==> src/rtl/x1_ioctl_loader.sv <==
// HPS ioctl download loader: routes byte strobes to IPL, CG or RAM targets with a
// one-deep request/ack handshake, per-window byte count, checksum and sticky error flags.
module x1_ioctl_loader #(
    parameter int IPL_SIZE = 4096,
    parameter int CG_SIZE  = 2048,
    parameter int RAM_SIZE = 65536
) (
    input  logic        clk_sys,
    input  logic        reset_n,
    input  logic        ioctl_download,
    input  logic        ioctl_wr,
    input  logic [24:0] ioctl_addr,
    input  logic [7:0]  ioctl_dout,
    input  logic [7:0]  ioctl_index,
    output logic        ioctl_wait,
    output logic        mem_req,
    input  logic        mem_ack,
    output logic [1:0]  mem_sel,
    output logic [15:0] mem_addr,
    output logic [7:0]  mem_data,
    output logic        load_done,
    output logic [16:0] byte_count,
    output logic [7:0]  checksum,
    output logic        err_range,
    output logic        err_index,
    output logic        err_proto
);
    typedef enum logic [1:0] {IDLE, REQ, FLUSH} state_t;

    state_t      state;
    logic        dl_q;
    logic        fall_pend;   // window closed while a write was outstanding
    logic        stale;       // outstanding write belongs to a window already replaced
    logic [31:0] lim;
    logic        idx_ok;
    logic        in_range;
    logic        wr_en;
    logic        rise;
    logic        fall;

    assign rise     = ioctl_download & ~dl_q;
    assign fall     = ~ioctl_download & dl_q;
    assign wr_en    = ioctl_wr & ioctl_download;
    assign in_range = ({7'd0, ioctl_addr} < lim);

    always_comb begin
        lim    = 32'd0;
        idx_ok = 1'b1;
        case (ioctl_index)
            8'd0:    lim = 32'(IPL_SIZE);
            8'd1:    lim = 32'(CG_SIZE);
            8'd2:    lim = 32'(RAM_SIZE);
            default: idx_ok = 1'b0;
        endcase
    end

    always_ff @(posedge clk_sys or negedge reset_n) begin
        if (!reset_n) begin
            state      <= IDLE;
            dl_q       <= 1'b0;
            fall_pend  <= 1'b0;
            stale      <= 1'b0;
            ioctl_wait <= 1'b0;
            mem_req    <= 1'b0;
            mem_sel    <= 2'd0;
            mem_addr   <= 16'd0;
            mem_data   <= 8'd0;
            load_done  <= 1'b0;
            byte_count <= 17'd0;
            checksum   <= 8'd0;
            err_range  <= 1'b0;
            err_index  <= 1'b0;
            err_proto  <= 1'b0;
        end else begin
            dl_q      <= ioctl_download;
            load_done <= 1'b0;
            // Window start clears first; an error raised on the same edge still sticks.
            if (rise) begin
                byte_count <= 17'd0;
                checksum   <= 8'd0;
                err_range  <= 1'b0;
                err_index  <= 1'b0;
                err_proto  <= 1'b0;
            end
            case (state)
                IDLE: begin
                    if (fall) load_done <= 1'b1;
                    if (wr_en) begin
                        if (!idx_ok) begin
                            err_index <= 1'b1;
                        end else if (!in_range) begin
                            err_range <= 1'b1;
                        end else begin
                            mem_sel    <= ioctl_index[1:0];
                            mem_addr   <= ioctl_addr[15:0];
                            mem_data   <= ioctl_dout;
                            mem_req    <= 1'b1;
                            ioctl_wait <= 1'b1;
                            fall_pend  <= 1'b0;
                            stale      <= 1'b0;
                            state      <= REQ;
                        end
                    end
                end
                REQ: begin
                    if (wr_en) err_proto <= 1'b1;
                    if (fall) fall_pend <= 1'b1;
                    if (rise) begin
                        stale     <= 1'b1;
                        fall_pend <= 1'b0;
                    end
                    if (mem_ack) begin
                        mem_req    <= 1'b0;
                        ioctl_wait <= 1'b0;
                        if (!stale && !rise) begin
                            byte_count <= (byte_count == 17'h1FFFF) ? byte_count
                                                                    : byte_count + 17'd1;
                            checksum   <= checksum + mem_data;
                        end
                        state <= ((fall_pend || fall) && !rise) ? FLUSH : IDLE;
                    end
                end
                FLUSH: begin
                    if (wr_en) err_proto <= 1'b1;
                    load_done <= 1'b1;
                    state     <= IDLE;
                end
                default: state <= IDLE;
            endcase
        end
    end
endmodule

==> config.mk <==
export PLATFORM = sky130hd
export DESIGN_NAME = x1_ioctl_loader
export DESIGN_NICKNAME = d
export VERILOG_FILES = /design/src/rtl/x1_ioctl_loader.sv
export SDC_FILE = /design/constraint.sdc
export NUM_CORES = 1
export LEC_CHECK = 0
export ABC_AREA = 1
export BUFFER_PORTS_ARGS = -buffer_cell sky130_fd_sc_hd__buf_2
export CELL_PAD_IN_SITES_DETAIL_PLACEMENT = 2
export CELL_PAD_IN_SITES_GLOBAL_PLACEMENT = 2
export CORE_MARGIN = 3
export CORE_UTILIZATION = 26
export CTS_BUF_LIST = sky130_fd_sc_hd__clkbuf_4 sky130_fd_sc_hd__clkbuf_8 sky130_fd_sc_hd__clkbuf_16
export CTS_CLUSTER_DIAMETER = 40
export DETAILED_ROUTE_END_ITERATION = 12
export GPL_TIMING_DRIVEN = 0
export PLACE_DENSITY_LB_ADDON = 0.1
export SYNTH_ARGS = -nofsm -noshare
export SYNTH_HDL_FRONTEND = slang
export SYNTH_SLANG_ARGS = --single-unit
==> constraint.sdc <==
create_clock -name clk_sys -period 2 [get_ports clk_sys]
set_clock_uncertainty 0.1 [all_clocks]
set_input_delay 0.4 -clock clk_sys [delete_from_list [all_inputs] [get_ports clk_sys]]
set_output_delay 0.4 -clock clk_sys [all_outputs]
set_load 0.01 [all_outputs]
# After elaboration in Yosys (flattened, before gate mapping)
# Cells that the tools add are included.
# totals
wordCells,93
regBits,61
input_bits,46
# classes
n_addsub,2
bitwise,5
n_lt_le_gt_ge,1
eq_ne,12
n_mux,44
reduce_logical,15
# ops
op,n
17-bit two-way mux,5
17-bit case mux with 3 select lines,1
25-bit by 32-bit < comparator with 1-bit output,1
8-bit two-way mux,4
1-bit two-way mux,24
17-bit by 1-bit adder with 17-bit output (second input constant),1
17-bit equality test (second input constant),1
5-bit AND reduction,3
2-bit two-way mux,5
2-bit != test (second input constant),5
8-bit adder,1
8-bit by 1-bit equality test with 1-bit output (second input constant),1
8-bit by 2-bit equality test with 1-bit output (second input constant),1
8-bit zero test,1
1-bit case mux with 2 select lines,4
4-bit AND reduction,2
4-bit != test (second input constant),1
2-bit case mux with 2 select lines,1
1-bit AND,3
3-bit != test (second input constant),1
3-bit OR reduction,1
2-bit by 1-bit equality test with 1-bit output (second input constant),1
2-bit equality test (second input constant),1
1-bit logical AND,2
other kinds (6),8

# Logic depth before layout (Yosys ltp)
# logic_depth
word_depth,7
depth_mapped,14
ltp_nobuf,14

# Least setup slack after synthesis
# Ideal clock, no wire load.
# synth_timing
kind,reg2reg
start,reg byte_count[0]
end,reg byte_count[10]
period_less_slack_ps,2016
path_stages_with_launch,12
setup_slack_ps,-16
arrival_time_ps,1786
path_buffers,0
t_required_ps,1771
path_cell_list,dfrtp_1 ha_1 nand3_1 nor4_1 ha_1 nand2_4 nand2_4 nor2_4 nand3_4 nor2_4 o21ai_0 a21oi_1
# synth_between
elab_chain_cells,5
elab_cells_between_ends,7
cone_classes,add/sub: 1; eq/ne: 2; mux: 4
# synth_lines
element,line,rtl
from (decl),22,"output logic [16:0] byte_count,"
from (signal assigned),116,byte_count <= (byte_count == 17'h1FFFF) ? byte_count
17-bit by 1-bit adder with 17-bit output,117,: byte_count + 17'd1;
17-bit two-way mux,116,
17-bit two-way mux,115,if (!stale && !rise) begin
17-bit two-way mux,112,if (mem_ack) begin
17-bit two-way mux,85,case (state)
# Parallel ways exist; a longest one is shown, timed or not. The select of a mux whose other input is x is not followed.
# A chain may end at the register's enable or synchronous reset.

# Worst setup path in the final report
# layout_timing
start,reg byte_count[1]
end,reg byte_count[8]
# Same word-level chain as after synthesis.

==> summary.md <==
| Metric | Value |
|---|---|
| Outcome | complete, but fails checks |
| Failing checks | negative setup slack |
| Crit. Startpoint | byte_count[1] |
| Worst path cell trace | ha_4 > nand3_4 > nor4_4 > ha_2 > nand2_4 > nand2_8 > nor2_4 > nand2_2 > buf_4 > o21ai_1 > a21oi_1 |
| Period utilization | 100% |
| Comb pwr share | 5.5% |
| CTS Sinks | 61 |
| Measured slew at the worst slew-check pin | 840 ps |
| Share of cells above drive strength 1 | 46.3% |
| Htree depth | 3 |
| Largest net degree at the start of global routing | 62 |
| Switching Share | between 20% and 30% |
| Required time worst endpoint | 2150 ps |
| Flops & latches, synth | 61 |
| R2r startpoint | byte_count[1] |
| HP Class | in2async |
| VDD IR max | 0.271 mV |
| Initial antenna violation count | 1 |
| CP peak stage delay | 410 ps |
| FF-to-FF setup slack | -6 ps |
| Crit-path max FO | 4 |
| Max-slew violations | 0 |
| Clock power share | between 50% and 60% |
| Synth-to-layout area growth | 57.4% |
| Max Clk Rate | around 500 MHz |
| Most used DFF post-synth | dfrtp_1 |
| Clk_lat worst skew | 330 ps |
| Xor/xnor share of the synthesized area | 1.08% |
| Final Critical Period | 2010 ps |
| Pint | 2430 uW |
| Final Core Density | 42.1% |
| DP Worst Slack | -598 ps |
| Synth Area in Adders | 6.80% |
| Compound-cell area share of the yosys netlist | 13.4% |
| Diode count | 0 |
| Synth Warn # | 0 |
| Ports | 103 |
| Main combinational cell family by area after synthesis | simple AND/OR/NAND/NOR gates |
| Worst Setup End Kind | flip-flop |
| PortBufs | 102 |
| Core Rows | 40 |
| Seq pwr share | 39.7% |
| Most frequent cells in the layout | buf_2, inv_1, dfrtp_1, nand2_1, buf_4 |
| Cell area after synthesis | roughly 0.0032 sq mm |
| DRC violations left | 0 |
| Crit path DAT | 2160 ps |
| Max_slew headroom | between 40% and 50% |
| Avg Inst Size Synth | ~8.3 sq um |
| Synthesized net count | between 400 and 500 |
| Die Area | 0.0138 sq mm |
| Die Wd | 118 um |
| All-Layer GR Usage | 16.4% |
| Worst r2r dst | byte_count[8] |
| CP Capture Point | byte_count[8] |
| Root Driver | clkbuf_16 |
| Core Region | 0.0121 sq mm |
| Most common cell after layout, fill and taps aside | buf_2 |
| Leakage | 0.00270 uW |
| Worst-path clk slew | 60 ps |
| Post-Synthesis Cells | just under 400 |
| Slowest CP cell | dfrtp_1 |
| DP HPWL | 7.66 mm |
| Clk buf depth | 2 |
| Final nets | 609 |
| Setup violators final | 1 |
| CTS tree | built |
| PD cells | 615 mW/mm^2 |
| Initial core utilization | 26.7% |
| Gp weighted congestion | 0.749 |
| Ys async rst share | 100% |
| Number of global-route vias before repair | ~3600 |
| Synth cell types | 36 |
| Setup ws final | -5.90 ps |
| Final hold vios | 0 |
| Post-DRT Antenna Nets | 0 |
| GRT Residual Overflow | 0 |
| Routed WL per cell | 16.0 um |
| Mux cell area share after synthesis | 0% |
| Number of iterations in the first detailed-routing pass | 4 |
| Reg2Reg Depth | 11 |
| Vias per inst | 4.50 |
| Routed wire length | around 12 mm |
| Vias | 3232 |
| Critical setup path kind | reg2reg |
| Switching pwr | 699 uW |
| CTS Buf Count | 9 |
| Fraction of the mapped netlist area in simple logic gates | roughly 22% |
| Number of DRC markers in iteration 0 | 86 |
| Post-synthesis sequential area ratio | 47.2% |
| Critical Path Start Type | flip-flop |
| Chip height | 118 um |
| MaxCap Viol Count | 0 |
| First-pass GRT wire length | around 18 mm |
| Unrepaired setup endpoints after global routing | true |
| Post-synth EDFFs | 0 |
[logic make-up after synthesis]
group	Yosys count
buf+inv	74
flops	61
simple gates	155
xor+xnor	4
fa+ha+maj	17
compound gates	79
[how the worst min path moves through the flow]
| stage | from | endpoint |
|---|---|---|
| floorplan | reset_n | byte_count[0] |
| global placement | fall_pend | fall_pend |
| detailed placement | fall_pend | fall_pend |
| CTS | reset_n | mem_addr[6] |
| global route | ioctl_download | dl_q |
| finish | reset_n | checksum[6] |
[Yosys cell counts, types with 3 or more instances]
library cell	number	area (sq um)
a211oi_1	3	22.5
a21oi_1	18	90.1
buf_2	3	15.0
dfrtp_1	61	1530
ha_1	16	200
inv_1	64	240
nand2_1	75	282
nand2_2	4	25.0
nand2_4	3	33.8
nand3_1	17	85.1
nand4_1	4	25.0
nor2_1	38	143
nor2_4	4	45.0
o21a_1	5	37.5
o21ai_0	41	205
o21ai_1	5	25.0
xor2_1	3	26.3
[metal layers]
metal | vias to the layer above | global-route usage, % | part of all wire [%]
met5 | - | 0 | 0.17
met4 | 2 | 6.37 | 1.5
met3 | 13 | 4.71 | 4.9
met2 | 66 | 29.1 | 53
met1 | 1586 | 18.7 | 41
li1 | 1565 | - | -
[power groups by stage]
stage / logic [uW] / registers (uW) / clock network (uW)
2_1_floorplan: 44.6 / 1270 / 0
3_3_place_gp: 139 / 1260 / 0
3_5_place_dp: 142 / 1260 / 0
4_1_cts: 150 / 1240 / 1760
5_1_grt: 194 / 1240 / 1830
6_report: 171 / 1240 / 1720
[area by class of cell]
cell class | instances | area [sq um]
timing repair buffer | 144 | 926
buffer | 9 | 108
tap | 168 | 210
fill | 1399 | 7020
sequential | 61 | 1530
clock buffer | 10 | 239
inverter | 65 | 246
clock inverter | 6 | 86.3
multi-input combinational | 256 | 1750
[stage by stage]
stage	instance area, sq um	std cells	setup TNS (ps)	hold slack (ps)	total power (uW)
floorplan	3240	390	0	4.41	1310
global placement	3960	660	-16090	357	1400
detailed placement	3960	660	-17170	372	1410
CTS	4640	701	0	109	3150
global route	5090	719	-2180	115	3270
finish	5090	719	-5.90	76.3	3130
[flip-flops by register name (all words and copies together) (netlist names)]
register    cells
load_done       1
stale           1
checksum        8
fall_pend       1
err_range       1
mem_data        8
mem_req         1
mem_sel         2
dl_q            1
err_index       1
byte_count     17
err_proto       1
mem_addr       16
state           2
[what timing repair did]
action,CTS,global route
pin swaps,15,24
gates cloned,2,3
hold buffers,0,0
resized for setup,43,94
setup buffers,23,15
setup endpoints to repair,45,49
[critical path: cells and delay by family (launching register included)]
family | cells | cell delay, ps
compound gates | 2 | 220
flops | 1 | 410
fa+ha+maj | 2 | 420
simple gates | 6 | 640
buf+inv | 1 | 120
Power figures use the tool's default switching activity.
